File: src/rtl/tictactoe_game_ctrl.sv
// tictactoe_game_ctrl: turn sequencer/arbiter for a 3x3 two-player game; optional per-turn timeout under `MOVE_TIMEOUT_EN
module tictactoe_game_ctrl #(
  parameter bit FIRST_PLAYER   = 1'b0,
  parameter int TIMEOUT_CYCLES = 1000
) (
  input  logic       clk,
  input  logic       reset,
  input  logic       start,
  input  logic       a_valid,
  input  logic [3:0] a_pos,
  output logic       a_ready,
  input  logic       b_valid,
  input  logic [3:0] b_pos,
  output logic       b_ready,
  output logic [8:0] ain,
  output logic [8:0] bin,
  output logic       move_ack,
  output logic       move_err,
  output logic       turn,
  output logic       game_over,
  output logic [1:0] winner,
  output logic [7:0] win_line,
  output logic       timeout
);
  typedef enum logic [2:0] {IDLE, TURN_A, TURN_B, CHECK, DONE} state_t;
  state_t state_q, state_d;
  logic [8:0] ain_q, ain_d, bin_q, bin_d, occ, mb;
  logic [1:0] winner_q, winner_d;
  logic [7:0] win_line_q, win_line_d, lines;
  logic game_over_q, game_over_d, turn_q, turn_d, err_q, err_d;
  logic [15:0] occ_x;
  logic [3:0] pos;
  logic in_turn, mv_valid, legal, accept, expire;
  always_comb begin
    in_turn  = state_q == TURN_A || state_q == TURN_B;
    pos      = state_q == TURN_B ? b_pos : a_pos;
    mv_valid = (state_q == TURN_A && a_valid) || (state_q == TURN_B && b_valid);
    occ      = ain_q | bin_q;
    occ_x    = {7'b0, occ};
    legal    = pos <= 4'd8 && !occ_x[pos];
    accept   = mv_valid && legal;
    mb       = turn_q ? bin_q : ain_q;
    lines    = {mb[2] & mb[4] & mb[6], mb[8] & mb[4] & mb[0],
                mb[6] & mb[3] & mb[0], mb[7] & mb[4] & mb[1], mb[8] & mb[5] & mb[2],
                mb[2] & mb[1] & mb[0], mb[5] & mb[4] & mb[3], mb[8] & mb[7] & mb[6]};
  end
`ifdef MOVE_TIMEOUT_EN
  localparam int CW = $clog2(TIMEOUT_CYCLES + 1);
  localparam logic [CW-1:0] T_MAX = CW'(TIMEOUT_CYCLES - 1);
  logic [CW-1:0] cnt_q, cnt_d;
  logic to_q;
  always_comb begin
    expire = cnt_q == T_MAX;
    cnt_d  = in_turn && !accept && !expire ? cnt_q + CW'(1) : '0;
  end
  always_ff @(posedge clk) begin
    cnt_q <= reset ? '0 : cnt_d;
    to_q  <= !reset && in_turn && !accept && expire;
  end
  assign timeout = to_q;
`else
  logic unused_cfg;
  assign unused_cfg = ^TIMEOUT_CYCLES;
  assign expire     = 1'b0;
  assign timeout    = 1'b0;
`endif
  always_comb begin
    state_d     = state_q;
    ain_d       = ain_q;
    bin_d       = bin_q;
    winner_d    = winner_q;
    win_line_d  = win_line_q;
    game_over_d = game_over_q;
    turn_d      = turn_q;
    err_d       = 1'b0;
    case (state_q)
      IDLE, DONE: if (start) begin
        ain_d       = '0;
        bin_d       = '0;
        winner_d    = 2'b00;
        win_line_d  = '0;
        game_over_d = 1'b0;
        turn_d      = FIRST_PLAYER;
        state_d     = FIRST_PLAYER ? TURN_B : TURN_A;
      end
      TURN_A, TURN_B: begin
        if (mv_valid && !legal) err_d = 1'b1;
        else if (accept) begin
          ain_d   = state_q == TURN_A ? ain_q | (9'd1 << pos) : ain_q;
          bin_d   = state_q == TURN_B ? bin_q | (9'd1 << pos) : bin_q;
          state_d = CHECK;
        end else if (expire) begin
          turn_d  = !turn_q;
          state_d = state_q == TURN_A ? TURN_B : TURN_A;
        end
      end
      CHECK: begin
        // a completed line beats a full board, so a 9th-move win is never a draw
        if (|lines || &occ) begin
          state_d     = DONE;
          game_over_d = 1'b1;
          winner_d    = |lines ? (turn_q ? 2'b10 : 2'b01) : 2'b11;
          win_line_d  = lines;
        end else begin
          turn_d  = !turn_q;
          state_d = turn_q ? TURN_A : TURN_B;
        end
      end
      default: state_d = IDLE;
    endcase
  end
  always_ff @(posedge clk) begin
    if (reset) begin
      state_q     <= IDLE;
      ain_q       <= '0;
      bin_q       <= '0;
      winner_q    <= 2'b00;
      win_line_q  <= '0;
      game_over_q <= 1'b0;
      turn_q      <= FIRST_PLAYER;
      err_q       <= 1'b0;
    end else begin
      state_q     <= state_d;
      ain_q       <= ain_d;
      bin_q       <= bin_d;
      winner_q    <= winner_d;
      win_line_q  <= win_line_d;
      game_over_q <= game_over_d;
      turn_q      <= turn_d;
      err_q       <= err_d;
    end
  end
  assign a_ready   = state_q == TURN_A;
  assign b_ready   = state_q == TURN_B;
  assign move_ack  = state_q == CHECK;
  assign move_err  = err_q;
  assign ain       = ain_q;
  assign bin       = bin_q;
  assign winner    = winner_q;
  assign win_line  = win_line_q;
  assign game_over = game_over_q;
  assign turn      = turn_q;
endmodule

File: config.mk
export PLATFORM = sky130hd
export DESIGN_NAME = tictactoe_game_ctrl
export DESIGN_NICKNAME = d
export VERILOG_FILES = /design/src/rtl/tictactoe_game_ctrl.sv
export SDC_FILE = /design/constraint.sdc
export NUM_CORES = 1
export LEC_CHECK = 0
export CORE_AREA = 2 2 63 65
export DETAILED_ROUTE_END_ITERATION = 8
export DIE_AREA = 0 0 65 67
export PLACE_DENSITY_LB_ADDON = 0.3
export SETUP_SLACK_MARGIN = 0.1
export SYNTH_ARGS = -nofsm -noshare
export SYNTH_HDL_FRONTEND = slang
export SYNTH_SLANG_ARGS = --single-unit
File: constraint.sdc
create_clock -name clk -period 5.19 [get_ports clk]
set_input_delay 0.7785 -clock clk [delete_from_list [all_inputs] [get_ports clk]]
set_output_delay 0.7785 -clock clk [all_outputs]
set_load 0.02 [all_outputs]
==> results summary <==
In the routed design, unresolved DRC markers number 0. The wire length of the first global-routing pass is 8376 µm. Ranked by instance count, the synthesized netlist is headed by 34 x dfxtp_1, 30 x nand2_1, 26 x nor2_1, 13 x a32o_1, 13 x o21ai_0. The cell area after technology mapping came out at 1901 µm². The number of iterations in the first detailed-routing pass is 5. The fmax is 320.6 MHz. The number of setup buffers added after CTS is 0.

Global routing finished with a remaining overflow of 0. The number of placement rows came out at 22. The number of storage elements in the synthesis netlist is 34. Relative to the synthesized area, the layout overhead comes to 28.51%.

The synthesized design spends more area on one cell type than any other, namely dfxtp_1. The worst-case IR drop observed on VDD is 0.2602 mV. For the final database, setup skew stands at 0.008696 ns. In the post-synthesis netlist, the cell with the most instances is dfxtp_1. The number of sinks driven by the clock tree came out at 34. The last weighted congestion value of the routability-driven placer is 0.8754. For the pin with the worst max-slew slack, the measured transition is 0.8470 ns. Setup repair after global routing left no endpoint under its margin. The half-perimeter wire length after detailed placement came out at 3702 µm. The fraction of the cycle the final worst path needs came out at 60.09%.

The most frequently used flop master after synthesis is dfxtp_1. The count of hold-fix buffers inserted at cts came out at 0. The run finished with clean final reports. The layout has 317 filler cells. After synthesis, the netlist uses 46 different library cells.

STA puts the critical path data required time at 5.36 ns. The number of design-rule violations left by the first detailed-router iteration is 219. Entering global routing, the biggest net connects 20 pins.

TritonCTS built the clock tree. The clock latency of the later-clocked register in the worst-skew pair came out at 0.29 ns. For this configuration, the core starts out at a cell density of 52.71%. The final-report setup violation count came out at 0. The min-delay analysis places its worst path in the category reg -> reg. By startpoint and endpoint, the worst setup path is classified as reg -> reg. The number of antenna repair diodes came out at 0. STA classifies the critical path endpoint as a register. The width of the die came out at 65 µm. The number of clock buffers added by TritonCTS is 5. The number of H-tree branching levels came out at 2. Across all hold checks on the routed design, the worst slack comes to 0.4517 ns. The sum of negative setup slack came out at 0 ns. The net count of the mapped netlist is 249. Summing the areas of all fa, ha and maj instances in the mapped netlist gives 0% of the synthesized area. The multiplexer share of the synthesized area is 3.950%. The number of antenna violations at the first check in global routing is 0. The tree is rooted in a clkbuf_8. The standby leakage power came out at 0.0008063 µW.

By area the synthesized netlist is led by dfxtp_1 36%, a32o_1 6.8%, nand2_1 5.9%, nor2_1 5.1%, o21ai_0 3.4%. The total I/O pin count came out at 48. Wires add up to 5115 µm. The share of the Yosys chip area taken by registers is 35.81%.

The post-synthesis async set-or-reset flop share is 0%. The minimum setup slack after placement came out at 2.116 ns. The time the final worst path needs with I/O delays and setup came out at 3.119 ns. The via density per instance came out at 6.120. The portion of synthesized cell area occupied by the leading cell type came out at 35.81%. The area of the core is 3606 µm². The floorplan step defined a die boundary enclosing 4355 µm².

The buffer levels on the longest clock path is 2. The number of buffers added on ports came out at 46. The count of warnings emitted by yosys is 0. The highest fanout seen on the critical path came out at 18.

The simple-gate share of the synthesized area is 24.03%. The final layout net count is 288. Power spread over the standard cell area amounts to 351.1 nW/µm².

The overall track demand over capacity in global routing came out at 25.31%. The fraction of layout cells with a size suffix above 1 came out at 5.797%. After Yosys synthesis, XOR and XNOR cells account for 0% of the synthesized area. The via count of the first global-routing pass was 1733.

In the final routed layout, each cell accounts on average for 15.79 µm. The worst setup path is launched from a register. The number of enable-type register cells in the synthesized netlist came out at 0. The mean cell area of the mapped netlist is 8.053 µm².

The post-cts repair resize count came out at 0. After synthesis, the largest family of logic cells by area is compound AO/OA/AOI/OAI gates. In this run the vertical extent of the chip is 67 µm. The via count came out at 1983. The final worst setup slack is 2.071 ns. STA puts the critical path data arrival time at 3.29 ns.

The post-detailed-route count of antenna-violating nets came out at 0. The synthesized-area fraction occupied by ao, oa, aoi and oai cells is 30.15%. The tool flagged a number of max-cap violations equal to 0.

The cell count after synthesis came out at 236. The max-slew headroom at the worst pin came out at 43.35%. The max-slew violation count came out at 0.

The clock-pin slew of the registers on the worst-case setup and hold paths is 0.07 ns. The hold violation count in the final report is 0.
==> routing by layer <==
| metal | GRT usage [%] | routed length [µm] | up-vias |
|---|---|---|---|
| met5 | 0 | 0 | - |
| met4 | 6.915 | 43 | 0 |
| met3 | 5.574 | 374 | 4 |
| met2 | 41.75 | 2427 | 97 |
| met1 | 33.26 | 2271 | 911 |
| li1 | - | - | 971 |
==> state kept, by name, indices dropped and copies added, names as in the netlist <==
| name | flops |
|---|---|
| ain | 9 |
| bin | 9 |
| game_over | 1 |
| move_err | 1 |
| state_q | 3 |
| turn | 1 |
| win_line | 8 |
| winner | 2 |
==> cells in the final DEF, fill, tap and decap left out, types with 6 or more instances in the layout <==
cell type | synthesis | routed
inv_1 | 9 | 9
o22ai_1 | 7 | 7
a32o_1 | 13 | 13
o32ai_1 | 7 | 7
a21oi_1 | 12 | 12
clkdlybuf4s50_1 | 0 | 46
dfxtp_1 | 34 | 34
clkbuf_8 | 0 | 6
nand2_1 | 30 | 30
o21ai_0 | 13 | 13
nor2_1 | 26 | 26
nand2b_1 | 6 | 6
==> kinds of logic (layout without fill, tap and decap cells) <==
group | count (synthesis) | after routing
simple gates | 93 | 93
compound gates | 77 | 77
flops | 34 | 34
buf+inv | 24 | 64
mux | 7 | 7
other cells | 1 | 1
==> cell type report <==
cell class | count | area (µm²) | share of cell area [%]
clock buffers | 7 | 86.33 | 3.535
clock inverters | 1 | 5.005 | 0.2049
flip-flops and latches | 34 | 680.7 | 27.87
inverters | 9 | 33.78 | 1.383
multi-input cells | 178 | 1109 | 45.39
well taps | 48 | 60.06 | 2.459
repair buffers | 47 | 467.9 | 19.16
==> power by group <==
| part | switching, µW | leakage [µW] | internal (µW) |
|---|---|---|---|
| sequential | 42.3 | 0.000275 | 278 |
| combinational | 209 | 0.000483 | 130 |
| clock | 91.0 | 0.0000482 | 107 |
| total | 343 | 0.000806 | 515 |
==> critical path, stage by stage, from the launching register on <==
cell and delay (ns):
dfxtp_1 0.53, nor3b_4 0.67, mux2i_1 0.51, mux2_2 0.40, o221ai_2 0.18, a31oi_2 0.37
a32o_1 0.35
==> path summary, 6_finish.rpt <==
check	from	endpoint	slack, ns	depth (start not counted)
worst max-delay path	state_q[1]	ain[4]	2.07	6
worst min-delay path	game_over	game_over	0.45	2
worst max register to register	state_q[1]	ain[4]	2.07	6
worst min register to register	game_over	game_over	0.45	2
==> metrics by stage <==
| stage | util (%) | total power (µW) | std cells | cell area, µm² |
|---|---|---|---|---|
| after floorplan | - | 568.8 | 236 | 1901 |
| after CTS | 67.73 | 852.6 | 324 | 2442 |
| final | 67.73 | 857.5 | 324 | 2442 |
| after global routing | 67.73 | 903.2 | 324 | 2442 |
| after global placement | 65.20 | 654.6 | 316 | 2351 |
| after detailed placement | 65.20 | 657.4 | 316 | 2351 |
(Power assumes the default switching activity.)
